<file path="config.mk">
export PLATFORM = sky130hd
export DESIGN_NAME = booth_seq_mult
export DESIGN_NICKNAME = d
export VERILOG_FILES = /design/src/rtl/booth_seq_mult.sv
export SDC_FILE = /design/constraint.sdc
export NUM_CORES = 1
export LEC_CHECK = 0
export ABC_AREA = 1
export ABC_CLOCK_PERIOD_IN_PS = 7500
export BUFFER_PORTS_ARGS = -buffer_cell sky130_fd_sc_hd__buf_2
export CAP_MARGIN = 20
export CORE_ASPECT_RATIO = 0.8
export CORE_MARGIN = 2
export CORE_UTILIZATION = 45
export CTS_BUF_LIST = sky130_fd_sc_hd__clkbuf_4 sky130_fd_sc_hd__clkbuf_8
export CTS_CLUSTER_SIZE = 24
export DETAILED_ROUTE_END_ITERATION = 10
export GPL_ROUTABILITY_DRIVEN = 0
export GPL_TIMING_DRIVEN = 1
export PLACE_DENSITY = 0.66
export SLEW_MARGIN = 15
export SYNTH_ARGS = -nofsm -noshare
export SYNTH_HDL_FRONTEND = slang
export SYNTH_SLANG_ARGS = --single-unit
</file>
<file path="constraint.sdc">
create_clock -name clk -period 7.5 [get_ports clk]
set_clock_uncertainty 0.1 [all_clocks]
set_input_delay 1.125 -clock clk [delete_from_list [all_inputs] [get_ports clk]]
set_output_delay 1.125 -clock clk [all_outputs]
set_load 0.03 [all_outputs]
</file>
<file path="src/rtl/booth_seq_mult.sv">
`timescale 1ns/1ps
// booth_seq_mult.sv
//
// Sequential radix-2 Booth signed multiplier. One Booth step is retired per
// clock through a single (N+1)-bit ripple adder/subtractor built from
// booth_fa cells. To subtract, the adder inverts M and sets carry-in to 1.
//
// Ports (booth_seq_mult):
//   clk           in   1    single clock, rising edge
//   reset         in   1    synchronous, active-high; clears all state
//   start         in   1    request, accepted only while ready=1
//   multiplicand  in   N    signed M, sampled on the accepting edge
//   multiplier    in   N    signed Q, sampled on the accepting edge
//   ready         out  1    IDLE or DONE; a start would be accepted
//   busy          out  1    STEP in progress
//   done          out  1    single-cycle pulse, product valid
//   product       out  2N   signed M*Q, held until the next completion
//
// Ports (booth_fa):
//   a, b, cin     in   1    addend bits and carry-in
//   sum, cout     out  1    sum bit and carry-out

module booth_fa (
  input  logic a,
  input  logic b,
  input  logic cin,
  output logic sum,
  output logic cout
);
  assign sum  = a ^ b ^ cin;
  assign cout = (a & b) | (cin & (a ^ b));
endmodule

// state | meaning
// IDLE  | waiting for start, ready=1
// STEP  | one Booth add/sub/skip + arithmetic shift per clock, busy=1
// DONE  | product just written, done=1 for one cycle, ready=1 (back-to-back ok)
module booth_seq_mult #(
  parameter int N = 8
) (
  input  logic             clk,
  input  logic             reset,
  input  logic             start,
  input  logic [N-1:0]     multiplicand,
  input  logic [N-1:0]     multiplier,
  output logic             ready,
  output logic             busy,
  output logic             done,
  output logic [2*N-1:0]   product
);
  localparam int CW = $clog2(N);
  localparam logic [CW-1:0] LAST_STEP = CW'(N - 1);

  typedef enum logic [1:0] {
    IDLE = 2'd0,
    STEP = 2'd1,
    DONE = 2'd2
  } state_t;

  state_t           state_q, state_d;
  logic [N:0]       a_q, a_d;
  logic [N-1:0]     q_q, q_d;
  logic             q_m1_q, q_m1_d;
  logic [N:0]       m_q, m_d;
  logic [CW-1:0]    count_q, count_d;
  logic [2*N-1:0]   product_q, product_d;
  logic             done_q, done_d;
  logic             busy_q, busy_d;
  logic             ready_q, ready_d;

  // Booth decision from {Q[0], Q-1}: 01 adds M, 10 subtracts M, else skip.
  logic             add_op;
  logic             sub_op;
  logic [N:0]       addend;
  logic [N:0]       sum;
  logic [N:0]       carry;

  assign add_op   = ~q_q[0] &  q_m1_q;
  assign sub_op   =  q_q[0] & ~q_m1_q;
  assign addend   = sub_op ? ~m_q : m_q;
  assign carry[0] = sub_op;

  for (genvar i = 0; i < N; i++) begin : g_fa
    booth_fa u_fa (
      .a    (a_q[i]),
      .b    (addend[i]),
      .cin  (carry[i]),
      .sum  (sum[i]),
      .cout (carry[i+1])
    );
  end

  // A is one bit wider than the operands, so A-M cannot overflow even for
  // M = -2^(N-1); the carry out of the top bit carries no information.
  assign sum[N] = a_q[N] ^ addend[N] ^ carry[N];

  // Arithmetic right shift of {A', Q, Q-1} by one.
  logic [N:0]       a_step;
  logic [N:0]       a_sh;
  logic [N-1:0]     q_sh;

  assign a_step = (add_op | sub_op) ? sum : a_q;
  assign a_sh   = {a_step[N], a_step[N:1]};
  assign q_sh   = {a_step[0], q_q[N-1:1]};

  always_comb begin
    state_d   = state_q;
    a_d       = a_q;
    q_d       = q_q;
    q_m1_d    = q_m1_q;
    m_d       = m_q;
    count_d   = count_q;
    product_d = product_q;

    case (state_q)
      IDLE, DONE: begin
        if (start) begin
          m_d     = {multiplicand[N-1], multiplicand};
          q_d     = multiplier;
          a_d     = '0;
          q_m1_d  = 1'b0;
          count_d = '0;
          state_d = STEP;
        end else begin
          state_d = IDLE;
        end
      end
      STEP: begin
        a_d     = a_sh;
        q_d     = q_sh;
        q_m1_d  = q_q[0];
        count_d = count_q + CW'(1);
        if (count_q == LAST_STEP) begin
          product_d = {a_sh[N-1:0], q_sh};
          state_d   = DONE;
        end
      end
      default: begin
        state_d = IDLE;
      end
    endcase

    // Outputs are registered versions of the next-state decode.
    ready_d = (state_d != STEP);
    busy_d  = (state_d == STEP);
    done_d  = (state_d == DONE);
  end

  always_ff @(posedge clk) begin
    if (reset) begin
      state_q   <= IDLE;
      a_q       <= '0;
      q_q       <= '0;
      q_m1_q    <= 1'b0;
      m_q       <= '0;
      count_q   <= '0;
      product_q <= '0;
      done_q    <= 1'b0;
      busy_q    <= 1'b0;
      ready_q   <= 1'b1;
    end else begin
      state_q   <= state_d;
      a_q       <= a_d;
      q_q       <= q_d;
      q_m1_q    <= q_m1_d;
      m_q       <= m_d;
      count_q   <= count_d;
      product_q <= product_d;
      done_q    <= done_d;
      busy_q    <= busy_d;
      ready_q   <= ready_d;
    end
  end

  assign ready   = ready_q;
  assign busy    = busy_q;
  assign done    = done_q;
  assign product = product_q;

endmodule
</file>
==> reports/results.tsv <==
stage	metric	value	unit
setup_path	crit path kind	reg2reg	
synthesis	mean post-synth cell area	7.78	sq um
cts	Hold Buf Count CTS	0	
synthesis	Mapped Area	2260	sq um
setup_path	crit path buf inv count	1	
setup_path	CP delay by family, top	adder cells	
cts	Clock Tree Root	clkbuf_8	
outcome	outcome	complete, no violations	
sta	final setup TNS	0	ns
sta	setup ws final	3.32	ns
place	DP Worst Slack	3.34	ns
detailed_routing	ANT nets after route	0	
detailed_routing	DRC	0	
finish	Fillers	508	
finish	Area Overhead vs Synth	10.7	%
cts	CTS tree	done	
finish	Post-layout nets	352	
cts	Skew-Pair Late Insertion Delay	0.31	ns
setup_path	CP peak stage delay	0.43	ns
cts	clk sinks	49	
setup_path	worst-path cell chain	ha_1, xor2_1, fa_1, fa_1, fa_1, fa_1, fa_1, inv_1, fa_1, fa_1, nor2_1, o21ai_2, a21oi_1	
setup_path	CP Data Arrival Time	4.32	ns
sta	Slew Viols, Final	0	
synthesis	Syn Nets	321	
sta	RSZ-0062 raised after global routing	false	
die	die width	83.3	um
flow_run	maxcap violations	0	
setup_path	CP Capture Type	flop	
synthesis	Yosys warning total	0	
global_routing	first-pass GRT wire length	8100	um
die	area of the core	4920	sq um
sta	Slew headroom	0.340	
power_and_ir_drop	Worst IR Drop VDD	0.0000977	V
sta	setup-violating endpoint count in the final report	0	
synthesis	cells after synthesis	291	
power_and_ir_drop	P_leak	1.22	nW
global_routing	largest net degree at the start of global routing	35	
die	IO Count	38	
cts	total CTS buffers	5	
hold_path	Hold WC Path Type	reg2reg	
cts	clock slew at reported path FFs	0.09	ns
sta	Peak Freq	0.239	GHz
synthesis	#FFs+latches synth	49	
sta	final count of hold timing violations	0	
setup_path	crit-path max FO	8	
die	Die H	67.4	um
sta	post-route clock period utilization	0.558	
detailed_routing	DR pass1 iterations	4	
detailed_routing	DRT iter0 DRCs	117	
global_routing	total track usage	0.183	
finish	antenna cells	0	
place	Detailed Place HPWL	3220	um
setup_path	Top cell by count, worst path	fa_1	
setup_path	Worst EP required	7.63	ns
global_routing	GRT overflow	0	
die	die area	5620	sq um
finish	fraction of layout cells with a size suffix above 1	0.186	
synthesis	Synth cell types	27	
sta	Worst Max-Slew Pin Slew	0.988	ns
global_routing	initial antenna violation count	0	
sta	clock period minus final worst setup slack	4.18	ns
finish	post-route cell area	2510	sq um
power_and_ir_drop	Cell Pwr Density	206	nW/um^2
cts	Max Buffers Root-to-Sink	2	
place	placed cell area	2420	sq um
die	initial core utilization	0.460	
detailed_routing	Via Count	1813	
cts	htree depth	2	
die	Rows	23	
global_routing	vias in the first global route	1667	
detailed_routing	WL/cell	12.2	um
place	PortBufs	37	
setup_path	crit path max-delay cell type	fa_1	
synthesis	sequential fraction of the synthesis area	0.433	
cts	Post-CTS Resized	0	
setup_path	critical path startpoint category	flop	
detailed_routing	final WL	4680	um
cts	Setup Buffers After CTS	0	
detailed_routing	Via-to-Cell Ratio	4.71	
[cells in the final DEF (no fill, tap or decap), types with 2 or more instances in the layout]
cell and count:
a21oi_1 13, buf_2 37, clkbuf_8 5, clkinv_2 2, dfxtp_1 49, fa_1 8, ha_1 3, inv_1 28
inv_2 5, nand2_1 74, nand2_2 3, nand3_1 15, nor2_1 31, nor3_1 7, o21ai_0 27, xnor2_1 2
xor2_1 5
[power by group]
part           internal (mW)  switching [mW]  leakage [nW]
Combinational         0.0277          0.0534         0.768
Sequential             0.272         0.00846         0.400
Clock                 0.0684          0.0864        0.0484
Total                  0.368           0.148          1.22
[kinds of logic after synthesis]
kind of cell	Yosys count	synth area share
AOI/OAI and AO/OA	42	0.0962
xor gates and xnor gates	7	0.0271
adders and majority gates	11	0.0873
buffers and inverters	47	0.104
DFF	49	0.433
and+or+nand+nor	135	0.252
[metrics by stage]
stage	instances	hold WS, ns	power, mW	utilization
6_report	385	0.369	0.516	0.509
4_1_cts	385	0.372	0.520	0.509
3_3_place_gp	377	0.347	0.367	0.492
2_1_floorplan	291	0.328	0.353	-
3_5_place_dp	377	0.359	0.368	0.492
5_1_grt	385	0.386	0.544	0.509
[Yosys cell counts, drive strengths merged]
library cell,count,share of area
fa,8,0.071
nor2,33,0.059
ha,3,0.017
xor2,5,0.019
inv,34,0.057
o21ai,28,0.064
clkbuf,1,0.0017
nand2,78,0.14
buf,12,0.045
nand3,15,0.033
xnor2,2,0.0077
nand3b,1,0.0033
a21oi,14,0.033
dfxtp,49,0.43
nor3,8,0.020
[state kept, by name, summed over array words and instances (netlist names)]
register and flops:
busy 1, ready 1, q_m1_q 1, state_q 2
done 1, a_q 8, count_q 3, m_q 8
q_q 8, product 16
[final timing paths]
check / from / end / slack [ns] / cells after the start
setup / recovery: q_q[0] / a_q[6] / 3.32 / 13
hold / removal: product[9] / product[9] / 0.37 / 2
setup reg to reg: q_q[0] / a_q[6] / 3.32 / 13
hold reg to reg: product[9] / product[9] / 0.37 / 2
[worst register-to-register path, cell delays in order (launching register included)]
cell and delay (ns):
dfxtp_1 0.36, ha_1 0.42, xor2_1 0.15, fa_1 0.43
fa_1 0.39, fa_1 0.39, fa_1 0.40, fa_1 0.37
inv_1 0.08, fa_1 0.22, fa_1 0.42, nor2_1 0.16
o21ai_2 0.08, a21oi_1 0.15
[layer usage]
layer  global-route usage  up-vias  routed length, um
li1                     -      960                  -
met5                    0        -                  0
met4               0.0676        0                 68
met2                0.279       41               1850
met3               0.0403        7                222
met1                0.258      805               2540
[layout make-up]
cell class / count / area (sq um) / area share
multi-input combinational: 195 / 1050 / 0.417
sequential: 49 / 981 / 0.391
timing repair buffer: 37 / 185 / 0.0739
inverter: 34 / 130 / 0.0519
tap: 62 / 77.6 / 0.0310
clock buffer: 6 / 76.3 / 0.0305
clock inverter: 2 / 10.0 / 0.00399
(Power assumes the default switching activity.)
